--- src/rtl/pdm_sd_modulator_tx_if.sv ---
// PCM sample stream into the PDM transmitter.
// Handshake: a sample transfers on every rising clk edge where pcm_valid and
// pcm_ready are both high. The source holds pcm_in stable while pcm_valid is
// high. pcm_ready does not depend on pcm_valid in the same cycle.
interface pdm_sd_modulator_tx_if;
  logic signed [15:0] pcm_in;
  logic               pcm_valid;
  logic               pcm_ready;

  modport master (output pcm_in, output pcm_valid, input pcm_ready);
  modport slave  (input pcm_in, input pcm_valid, output pcm_ready);
endinterface

--- src/rtl/pdm_sd_modulator_tx.sv ---
// PCM-to-PDM transmitter: programmable PDM clock divider, one-entry sample
// buffer with zero-order hold, and a second-order sigma-delta modulator.
module pdm_sd_modulator_tx #(
  parameter int OSR       = 64,
  parameter int ACC_WIDTH = 24
) (
  input  logic                    clk,
  input  logic                    rst,
  input  logic                    enable,
  input  logic [7:0]              clk_div,
  input  logic [2:0]              gain_shift,
  pdm_sd_modulator_tx_if.slave    pcm,
  output logic                    pdm_clk,
  output logic                    pdm_out,
  output logic                    sample_strobe,
  output logic                    underflow
);

  localparam int BIT_W = $clog2(OSR);
  localparam logic [BIT_W-1:0] LAST_BIT = BIT_W'(OSR - 1);

  // Integrator clamp limits and feedback levels, in the widened sum domain.
  localparam logic signed [ACC_WIDTH+1:0] SAT_MAX = (ACC_WIDTH+2)'((longint'(1) <<< (ACC_WIDTH-2)) - 1);
  localparam logic signed [ACC_WIDTH+1:0] SAT_MIN = (ACC_WIDTH+2)'(-(longint'(1) <<< (ACC_WIDTH-2)));
  localparam logic signed [ACC_WIDTH+1:0] FB_POS  = (ACC_WIDTH+2)'(32768);
  localparam logic signed [ACC_WIDTH+1:0] FB_NEG  = (ACC_WIDTH+2)'(-32768);

  logic [7:0]                  div_cnt;
  logic [7:0]                  div_lim;
  logic                        div_term;
  logic                        step;
  logic                        load;
  logic                        hs;
  logic [BIT_W-1:0]            bit_cnt;
  logic signed [15:0]          cur_smp;
  logic signed [15:0]          buf_smp;
  logic                        buf_full;
  logic signed [ACC_WIDTH-1:0] acc1;
  logic signed [ACC_WIDTH-1:0] acc2;
  logic signed [15:0]          x_sh;
  logic signed [ACC_WIDTH+1:0] x_ext;
  logic signed [ACC_WIDTH+1:0] fb;
  logic signed [ACC_WIDTH+1:0] fb2;
  logic signed [ACC_WIDTH+1:0] acc1_ext;
  logic signed [ACC_WIDTH+1:0] acc2_ext;
  logic signed [ACC_WIDTH+1:0] sum1;
  logic signed [ACC_WIDTH+1:0] sum2;
  logic signed [ACC_WIDTH-1:0] a1;
  logic signed [ACC_WIDTH-1:0] a2;
  logic signed [ACC_WIDTH+1:0] a1_ext;

  function automatic logic signed [ACC_WIDTH-1:0] sat(input logic signed [ACC_WIDTH+1:0] v);
    if (v > SAT_MAX)      sat = SAT_MAX[ACC_WIDTH-1:0];
    else if (v < SAT_MIN) sat = SAT_MIN[ACC_WIDTH-1:0];
    else                  sat = v[ACC_WIDTH-1:0];
  endfunction

  // div_lim shadows clk_div and is only refreshed at terminal count, so a
  // new divider value never truncates or stretches the phase in progress.
  assign div_term = (div_cnt == div_lim);
  assign step     = enable & div_term & ~pdm_clk;
  assign load     = step & (bit_cnt == LAST_BIT);

  assign pcm.pcm_ready = enable & ~buf_full & ~rst;
  assign hs            = pcm.pcm_valid & pcm.pcm_ready;

  // Datapath for one modulator step.
  assign x_sh     = cur_smp >>> gain_shift;
  assign x_ext    = {{(ACC_WIDTH+2-16){x_sh[15]}}, x_sh};
  assign fb       = pdm_out ? FB_POS : FB_NEG;
  assign fb2      = pdm_out ? (FB_POS <<< 1) : (FB_NEG <<< 1);
  assign acc1_ext = {{2{acc1[ACC_WIDTH-1]}}, acc1};
  assign acc2_ext = {{2{acc2[ACC_WIDTH-1]}}, acc2};
  assign sum1     = acc1_ext + x_ext - fb;
  assign a1       = sat(sum1);
  assign a1_ext   = {{2{a1[ACC_WIDTH-1]}}, a1};
  assign sum2     = acc2_ext + a1_ext - fb2;
  assign a2       = sat(sum2);

  // PDM clock divider: toggle pdm_clk each time div_cnt reaches div_lim.
  always_ff @(posedge clk or posedge rst) begin
    if (rst) begin
      div_cnt <= '0;
      div_lim <= '0;
      pdm_clk <= 1'b0;
    end else if (!enable) begin
      div_cnt <= '0;
      div_lim <= clk_div;
      pdm_clk <= 1'b0;
    end else if (div_term) begin
      div_cnt <= '0;
      div_lim <= clk_div;
      pdm_clk <= ~pdm_clk;
    end else begin
      div_cnt <= div_cnt + 8'd1;
    end
  end

  // Sigma-delta integrators and output bit, advanced on each pdm_clk rise.
  always_ff @(posedge clk or posedge rst) begin
    if (rst) begin
      acc1    <= '0;
      acc2    <= '0;
      pdm_out <= 1'b0;
    end else if (!enable) begin
      acc1    <= '0;
      acc2    <= '0;
      pdm_out <= 1'b0;
    end else if (step) begin
      acc1    <= a1;
      acc2    <= a2;
      pdm_out <= ~a2[ACC_WIDTH-1];
    end
  end

  // Bit counter, sample buffer and load-event handling (buffer, bypass, hold).
  always_ff @(posedge clk or posedge rst) begin
    if (rst) begin
      bit_cnt       <= '0;
      cur_smp       <= '0;
      buf_smp       <= '0;
      buf_full      <= 1'b0;
      sample_strobe <= 1'b0;
      underflow     <= 1'b0;
    end else if (!enable) begin
      bit_cnt       <= '0;
      cur_smp       <= '0;
      buf_smp       <= '0;
      buf_full      <= 1'b0;
      sample_strobe <= 1'b0;
      underflow     <= 1'b0;
    end else begin
      sample_strobe <= 1'b0;
      underflow     <= 1'b0;
      if (step) bit_cnt <= bit_cnt + BIT_W'(1);
      if (load) begin
        if (buf_full) begin
          cur_smp       <= buf_smp;
          buf_full      <= 1'b0;
          sample_strobe <= 1'b1;
        end else if (hs) begin
          cur_smp       <= pcm.pcm_in;
          sample_strobe <= 1'b1;
        end else begin
          underflow     <= 1'b1;
        end
      end else if (hs) begin
        buf_smp  <= pcm.pcm_in;
        buf_full <= 1'b1;
      end
    end
  end

endmodule

--- src/flat_wrapper.sv ---
// flat-port wrapper written by rule: the top's interface ports become plain ports
module pdm_sd_modulator_tx_flat 
#(
  parameter int OSR       = 64,
  parameter int ACC_WIDTH = 24
)
  (clk, rst, enable, clk_div, gain_shift, pdm_clk, pdm_out, sample_strobe, underflow, pcm_pcm_in, pcm_pcm_valid, pcm_pcm_ready);
  pdm_sd_modulator_tx_if pcm_i ();
  input  logic clk;
  input  logic rst;
  input  logic enable;
  input  logic [7:0] clk_div;
  input  logic [2:0] gain_shift;
  output logic pdm_clk;
  output logic pdm_out;
  output logic sample_strobe;
  output logic underflow;
  input wire logic [$bits(pcm_i.pcm_in)-1:0] pcm_pcm_in;
  input wire logic [$bits(pcm_i.pcm_valid)-1:0] pcm_pcm_valid;
  output wire logic [$bits(pcm_i.pcm_ready)-1:0] pcm_pcm_ready;
  assign pcm_i.pcm_in = pcm_pcm_in;
  assign pcm_i.pcm_valid = pcm_pcm_valid;
  assign pcm_pcm_ready = pcm_i.pcm_ready;
  pdm_sd_modulator_tx #(.OSR(OSR), .ACC_WIDTH(ACC_WIDTH)) u_core (.clk(clk), .rst(rst), .enable(enable), .clk_div(clk_div), .gain_shift(gain_shift), .pcm(pcm_i), .pdm_clk(pdm_clk), .pdm_out(pdm_out), .sample_strobe(sample_strobe), .underflow(underflow));
endmodule
--- config.mk ---
export PLATFORM = sky130hd
export DESIGN_NAME = pdm_sd_modulator_tx_flat
export DESIGN_NICKNAME = d
export VERILOG_FILES = /design/src/rtl/pdm_sd_modulator_tx_if.sv /design/src/rtl/pdm_sd_modulator_tx.sv /design/src/flat_wrapper.sv
export SDC_FILE = /design/constraint.sdc
export NUM_CORES = 1
export LEC_CHECK = 0
export CORE_MARGIN = 2
export CORE_UTILIZATION = 30
export DETAILED_ROUTE_END_ITERATION = 12
export PLACE_DENSITY = 0.45
export SETUP_SLACK_MARGIN = 0.15
export SYNTH_ARGS = -nofsm -noshare
export SYNTH_HDL_FRONTEND = slang
export SYNTH_SLANG_ARGS = --single-unit
--- constraint.sdc ---
create_clock -name clk -period 9.51 [get_ports clk]
set_input_delay 1.4265 -clock clk [delete_from_list [all_inputs] [get_ports clk]]
set_output_delay 1.4265 -clock clk [all_outputs]
set_load 0.1 [all_outputs]
==> reports/metrics.csv, run 1 <==
metric,value,unit
Initial Util,30.43,%
post-DR wirelength/cell,15.83,um
Final WS setup,-0.2713,ns
post-route clock skew,0.01867,ns
failing checks,negative setup slack,
First DRT Iteration DRCs,290,
Slowest cell on crit path,or4_4,
Longest Clk Path Bufs,2,
"leading cell type in the layout, fill and taps excluded",buf_4,
Placement Setup Slack,-1.345,ns
fin crit period,9.781,ns
Final Routed Wirelength,23490,um
clock sink count,107,
Rows,60,
number of synthesized register bits,107,
warnings from Yosys,0,
status,"complete, but fails checks",
Setup Viol. Count Final,22,
number of synthesized flops with an enable pin,0,
Setup TNS,-5.304,ns
max frequency,0.1022,GHz
GPL Wtd Cong,0.8359,
Slowest Stage Delay on Critical Path,0.50,ns
min-delay worst type,flip-flop to flip-flop,
# IOs,36,
crit-path max FO,6,
Antenna Nets Post-Route,0,
Cell Pwr Density,95.12,nW/um^2
share of layout cells above drive strength 1,30.27,%
CTS Root Cell,clkbuf_16,
Least-Margin Pin Slew,1.015,ns
"Slew Viols, Final",0,
vias,7360,
vias in the first global route,7546,
final hold vios,0,
Required @ worst endpoint,9.79,ns
largest area contributor in the netlist,dfrtp_1,
pin count of the biggest net entering global routing,64,
drt via density,4.960,
ANT cells,0,
Max VDD drop,95.64,uV
Residual DRC,0,
synth unique cells,69,
Tcrit/Tclk final,102.9,%
most frequent cells in the layout,"187 x buf_4, 121 x nand2_1, 107 x dfrtp_1",
H-tree depth,3,
max_slew headroom,32.09,%
CTS tree,done,
syn_area_per_cell,8.842,sq um
initial antenna violation count,0,
Main synth FF type,dfrtp_1,
Syn-to-layout area delta,38.35,%
Final #Nets,1241,
die width,169.1,um
Die Y,169.1,um
register area share after synthesis,32.74,%
Detailed Routing Iterations Pass 1,6,
Final Util,42.10,%
critical path launch point type,input pin,
Critical Path AT,10.06,ns
fill count,2732,
"Hold-fix buffers, CTS",0,
dpl hpwl,16100,um
Post-Syn Area,8179,sq um
Synth Net Count,1028,
"top cells by area, synth","dfrtp_1 33%, ha_1 10%, nand2_1 5.9%",
max-cap viol count,0,
CP dominant cell by count,buf_6,
clock slew at reported path FFs,0.08,ns
"FFs w/ async S/R, synth",100.0,%
core box area,26880,sq um
Synth Instances,925,
die footprint,28600,sq um
global route overflow,0,
GRT Total Usage,16.82,%
first-pass GRT wire length,38580,um
RSZ-0062 raised after global routing,true,
Leak,0.005468,uW
share of the synthesized area in the top cell type,32.74,%
Crit. End Element,flip-flop,
clock latency at the later pin of the worst-skew pair,0.38,ns
type of the worst setup path,input pin to flip-flop,
CTS buffer count,9,
IO Port Bufs,35,
[cell usage after synthesis, types with 5 or more instances]
cell	count
nand2b_1	11
nor2_1	56
o21ai_0	78
o21a_1	6
and3_1	9
nor2b_1	6
xnor2_1	38
inv_1	29
buf_2	5
nand4_1	7
a311oi_1	8
o211ai_1	22
mux2i_1	33
a21oi_1	49
nor3_1	10
ha_1	68
dfrtp_1	107
a21boi_0	5
clkbuf_1	27
or3_1	6
a31oi_1	25
xor2_1	32
mux2_2	18
a211oi_1	6
a21o_1	19
nand3_1	31
o21bai_1	10
nand2_1	128
[path summary, 6_finish.rpt]
| check | startpoint | endpoint | slack, ns | cells after the start |
|---|---|---|---|---|
| max | gain_shift[1] | u_core.acc2[15] | -0.27 | 46 |
| min | u_core.buf_smp[9] | u_core.buf_smp[9] | 0.48 | 2 |
| max reg2reg | u_core.cur_smp[2] | u_core.acc2[15] | 0.52 | 43 |
| min reg2reg | u_core.buf_smp[9] | u_core.buf_smp[9] | 0.48 | 2 |
| max in group asynchronous | rst | u_core.acc2[18] | 6.75 | 3 |
| min in group asynchronous | rst | u_core.buf_full | 1.61 | 2 |
[stage by stage]
stage / instances / total power (uW) / hold slack, ns / area [sq um]
after floorplan: 925 / 601.1 / 0.4496 / 8392
after global placement: 1436 / 684.0 / 0.4609 / 10260
after detailed placement: 1436 / 684.8 / 0.4699 / 10260
after CTS: 1477 / 1090 / 0.4874 / 11070
after global routing: 1484 / 1133 / 0.5050 / 11320
final: 1484 / 1076 / 0.4804 / 11320
[flip-flops by register name, summed over array words and instances, names as in the netlist]
signal                cells
u_core.pdm_out            1
u_core.cur_smp           16
u_core.buf_smp           16
u_core.div_cnt            8
u_core.sample_strobe      1
u_core.bit_cnt            6
u_core.div_lim            8
u_core.pdm_clk            1
u_core.acc1              24
u_core.underflow          1
u_core.buf_full           1
u_core.acc2              24
[what timing repair did]
action	in CTS	in global routing
setup buffers	17	6
gates resized for setup	55	51
cloned	8	1
pin swaps	8	30
endpoints found under the setup margin	25	25
[critical path: cells and delay by family]
| kind | cells | cell delay [ns] |
|---|---|---|
| muxes | 2 | 0.48 |
| xor gates and xnor gates | 2 | 0.26 |
| AOI/OAI and AO/OA | 20 | 3.50 |
| adders and majority gates | 5 | 1.38 |
| buffers and inverters | 8 | 1.15 |
| and+or+nand+nor | 9 | 1.84 |
[cell type report]
class | instances | area, sq um | share of cell area (%)
Tap cell | 341 | 426.7 | 3.770
Clock inverter | 7 | 60.06 | 0.5307
Timing Repair Buffer | 242 | 2102 | 18.58
Multi-Input combinational cell | 747 | 5703 | 50.40
Sequential cell | 107 | 2678 | 23.66
Inverter | 31 | 121.4 | 1.073
Clock buffer | 9 | 225.2 | 1.990
[power breakdown]
| part | internal (uW) | switching (uW) |
|---|---|---|
| Combinational | 107 | 108 |
| Clock | 183 | 201 |
| Sequential | 467 | 10.1 |
| Total | 757 | 319 |
[layer usage]
metal	routed length [um]	part of all wire, %	vias to the layer above	track usage, %
met1	11390	49	3513	22.59
met2	11470	49	40	28.90
met4	274	1.2	0	3.084
li1	-	-	3791	-
met5	0	0	-	0
met3	352	1.5	16	2.595
[logic make-up (layout without fill, tap and decap cells)]
group,after synthesis,count (layout),synth area share (%)
AOI/OAI and AO/OA,267,268,21.85
buffers and inverters,72,289,3.794
adders and majority gates,72,72,11.38
and+or+nand+nor,284,284,15.68
DFF,107,107,32.74
muxes,53,53,7.067
xor gates and xnor gates,70,70,7.496
No activity file was read; power rests on OpenSTA's default activity.
==> run 2: changes to the inputs <==
--- a/config.mk
+++ b/config.mk
@@ -6,9 +6,9 @@
 export NUM_CORES = 1
 export LEC_CHECK = 0
 export CORE_MARGIN = 2
-export CORE_UTILIZATION = 30
+export CORE_UTILIZATION = 56
 export DETAILED_ROUTE_END_ITERATION = 12
-export PLACE_DENSITY = 0.45
+export PLACE_DENSITY = 0.76
 export SETUP_SLACK_MARGIN = 0.15
 export SYNTH_ARGS = -nofsm -noshare
 export SYNTH_HDL_FRONTEND = slang
==> run 2 against run 1 <==
The flow still finishes with violations (negative setup slack); count of clock-buffer cells in the layout increased by 1; fmax decreased by 3.6%; clock skew decreased by 0.0072 ns; global-route usage increased by 13 points; sequential share of layout area increased by 0.52 points; cell count decreased by 11%; sequential cell count unchanged; worst hold slack improved by 0.0011 ns; routed wire length increased by 2.0%; core utilization increased by 35 points; worst setup slack got worse by 0.37 ns; critical path type unchanged; critical endpoint is now u_core.acc2[5]; highest routed layer unchanged.
==> reports/metrics.csv, run 2 (synthesis results as in run 1) <==
metric,value,unit,change
Least-Margin Pin Slew,0.9908,ns,-0.02468 ns
clock sink count,107,,unchanged
clock slew at reported path FFs,0.07,ns,about the same
# IOs,36,,unchanged
Slowest Stage Delay on Critical Path,0.42,ns,-0.08 ns
Cell Pwr Density,98.14,nW/um^2,+3.2%
GPL Wtd Cong,0.9579,,+15%
first-pass GRT wire length,37570,um,-2.6%
Residual DRC,0,,unchanged
final hold vios,0,,unchanged
GRT Total Usage,29.46,%,+13 points
Detailed Routing Iterations Pass 1,6,,unchanged
"Hold-fix buffers, CTS",0,,unchanged
Crit. End Element,flip-flop,,
post-route cell area,11070,sq um,-2.1%
fill count,948,,-65%
Max VDD drop,109.9,uV,+15%
share of layout cells above drive strength 1,30.33,%,+0.056 points
top sig layer,met4,,
CTS buffer count,9,,unchanged
Syn-to-layout area delta,35.38,%,
max_slew headroom,33.74,%,+1.7 points
First DRT Iteration DRCs,560,,+93%
Tcrit/Tclk final,106.7,%,+3.9 points
pin count of the biggest net entering global routing,61,,-4.7%
most frequent cells in the layout,"177 x buf_4, 115 x nand2_1, 107 x dfrtp_1",,
Largest regs,"u_core.acc1 (24), u_core.acc2 (24)",,
max-cap viol count,0,,unchanged
Final WS setup,-0.6414,ns,-0.3701 ns
fin crit period,10.15,ns,+0.3701 ns
Initial Util,56.71,%,+26 points
CP dominant cell by count,buf_6,,
Critical Path AT,10.37,ns,+0.31 ns
vias,8002,,+8.7%
hold_ws,0.4814,ns,+0.001074 ns
min-delay worst type,flip-flop to flip-flop,,
core box area,14420,sq um,-46%
vias in the first global route,7884,,+4.5%
Tot Pwr,1087,uW,+0.96%
RSZ-0062 raised after global routing,true,,
met3 WL,1135,um,+220%
clock latency at the later pin of the worst-skew pair,0.36,ns,-0.02 ns
Setup Viol. Count Final,25,,+14%
post-route clock skew,0.01149,ns,-0.007183 ns
critical path launch point type,input pin,,
Slowest cell on crit path,fa_2,,
die width,124.9,um,-26%
"leading cell type in the layout, fill and taps excluded",buf_4,,
dpl hpwl,14760,um,-8.3%
CTS tree,done,,
H-tree depth,3,,unchanged
Longest Clk Path Bufs,2,,unchanged
CTS Root Cell,clkbuf_16,,
Final Routed Wirelength,23960,um,+2.0%
Antenna Nets Post-Route,0,,unchanged
type of the worst setup path,input pin to flip-flop,,
area post-placement,9892,sq um,-3.6%
Final #Nets,1230,,-0.89%
Required @ worst endpoint,9.73,ns,-0.06 ns
M1 wire length,9934,um,-13%
max frequency,0.09851,GHz,-3.6%
"Slew Viols, Final",0,,unchanged
crit-path max FO,8,,+2
initial antenna violation count,0,,unchanged
met2 WL post-DR,11920,um,+3.9%
post-DR wirelength/cell,18.22,um,+15%
failing checks,negative setup slack,,
drt via density,6.085,,+23%
Leak,0.005417,uW,-0.93%
Die Y,124.9,um,-26%
IO Port Bufs,35,,unchanged
die footprint,15590,sq um,-45%
ANT cells,0,,unchanged
Rows,44,,-27%
status,"complete, but fails checks",,
global route overflow,0,,unchanged
[run 2: changes by cell type in the layout (fill, tap and decap cells not counted), moves of 3 or more]
cell / delta
nand2_1: -6
o21ai_2: +3
buf_4: -10
nand2_2: +5
o21ai_1: -4
[run 2: what timing repair did]
item,in CTS,in global routing
gates resized for setup,76,41
setup buffers,26,10
pin swaps,26,48
cloned,7,1
setup endpoints to repair,25,25
[run 2: worst max-delay path, delay by kind of cell]
family / cells / cell delay, ns
compound gates: 23 / 4.35
xor+xnor: 2 / 0.25
fa+ha+maj: 5 / 1.50
buf+inv: 9 / 1.11
mux: 2 / 0.39
simple gates: 9 / 1.35
[run 2: stage by stage]
step	setup WS, ns	std cells	setup TNS, ns	utilization (%)
after floorplan	-0.006765	925	-0.07230	-
after global placement	-0.9761	1256	-23.58	68.58
after detailed placement	-1.331	1256	-31.96	68.58
after CTS	-0.2706	1304	-5.554	75.18
after global routing	-1.025	1315	-23.36	76.77
final	-0.6414	1315	-13.89	76.77
[run 2: metal layers]
layer  track usage [%]  vias to the layer above
li1                  -                     3764
met1             38.03                     3886
met2             50.27                      282
met3             4.553                       70
met4             10.72                        0
met5                 0                        -
[run 2: area by class of cell]
| type | instances | area [sq um] | area share [%] |
|---|---|---|---|
| clock buffer | 10 | 229.0 | 2.068 |
| clock inverter | 5 | 63.81 | 0.5763 |
| inverter | 31 | 118.9 | 1.073 |
| multi-input combinational | 747 | 5731 | 51.75 |
| sequential | 107 | 2678 | 24.18 |
| tap | 184 | 230.2 | 2.079 |
| timing repair buffer | 231 | 2023 | 18.27 |
[run 2: power by group]
part           total [uW]  switching (uW)  internal (uW)
clock network         386             180            205
logic                 224             114            110
registers             477            10.2            467
total                1090             304            782
[run 2: path summary, 6_finish.rpt]
kind / startpoint / to / cells after the start / slack (ns)
setup / recovery: gain_shift[1] / u_core.acc2[5] / 50 / -0.64
hold / removal: u_core.buf_smp[7] / u_core.buf_smp[7] / 2 / 0.48
setup reg to reg: u_core.cur_smp[3] / u_core.acc2[5] / 46 / 0.15
hold reg to reg: u_core.buf_smp[7] / u_core.buf_smp[7] / 2 / 0.48
max in group asynchronous: rst / u_core.acc2[0] / 3 / 6.77
min in group asynchronous: rst / u_core.buf_smp[4] / 2 / 1.50
==> run 3: changes to the inputs <==
--- a/config.mk
+++ b/config.mk
@@ -5,6 +5,7 @@
 export SDC_FILE = /design/constraint.sdc
 export NUM_CORES = 1
 export LEC_CHECK = 0
+export ABC_CLOCK_PERIOD_IN_PS = 9510
 export CORE_MARGIN = 2
 export CORE_UTILIZATION = 56
 export DETAILED_ROUTE_END_ITERATION = 12
==> results of run 3 <==
Same layout as run 2: the final DEF is identical, and so are final timing and power.
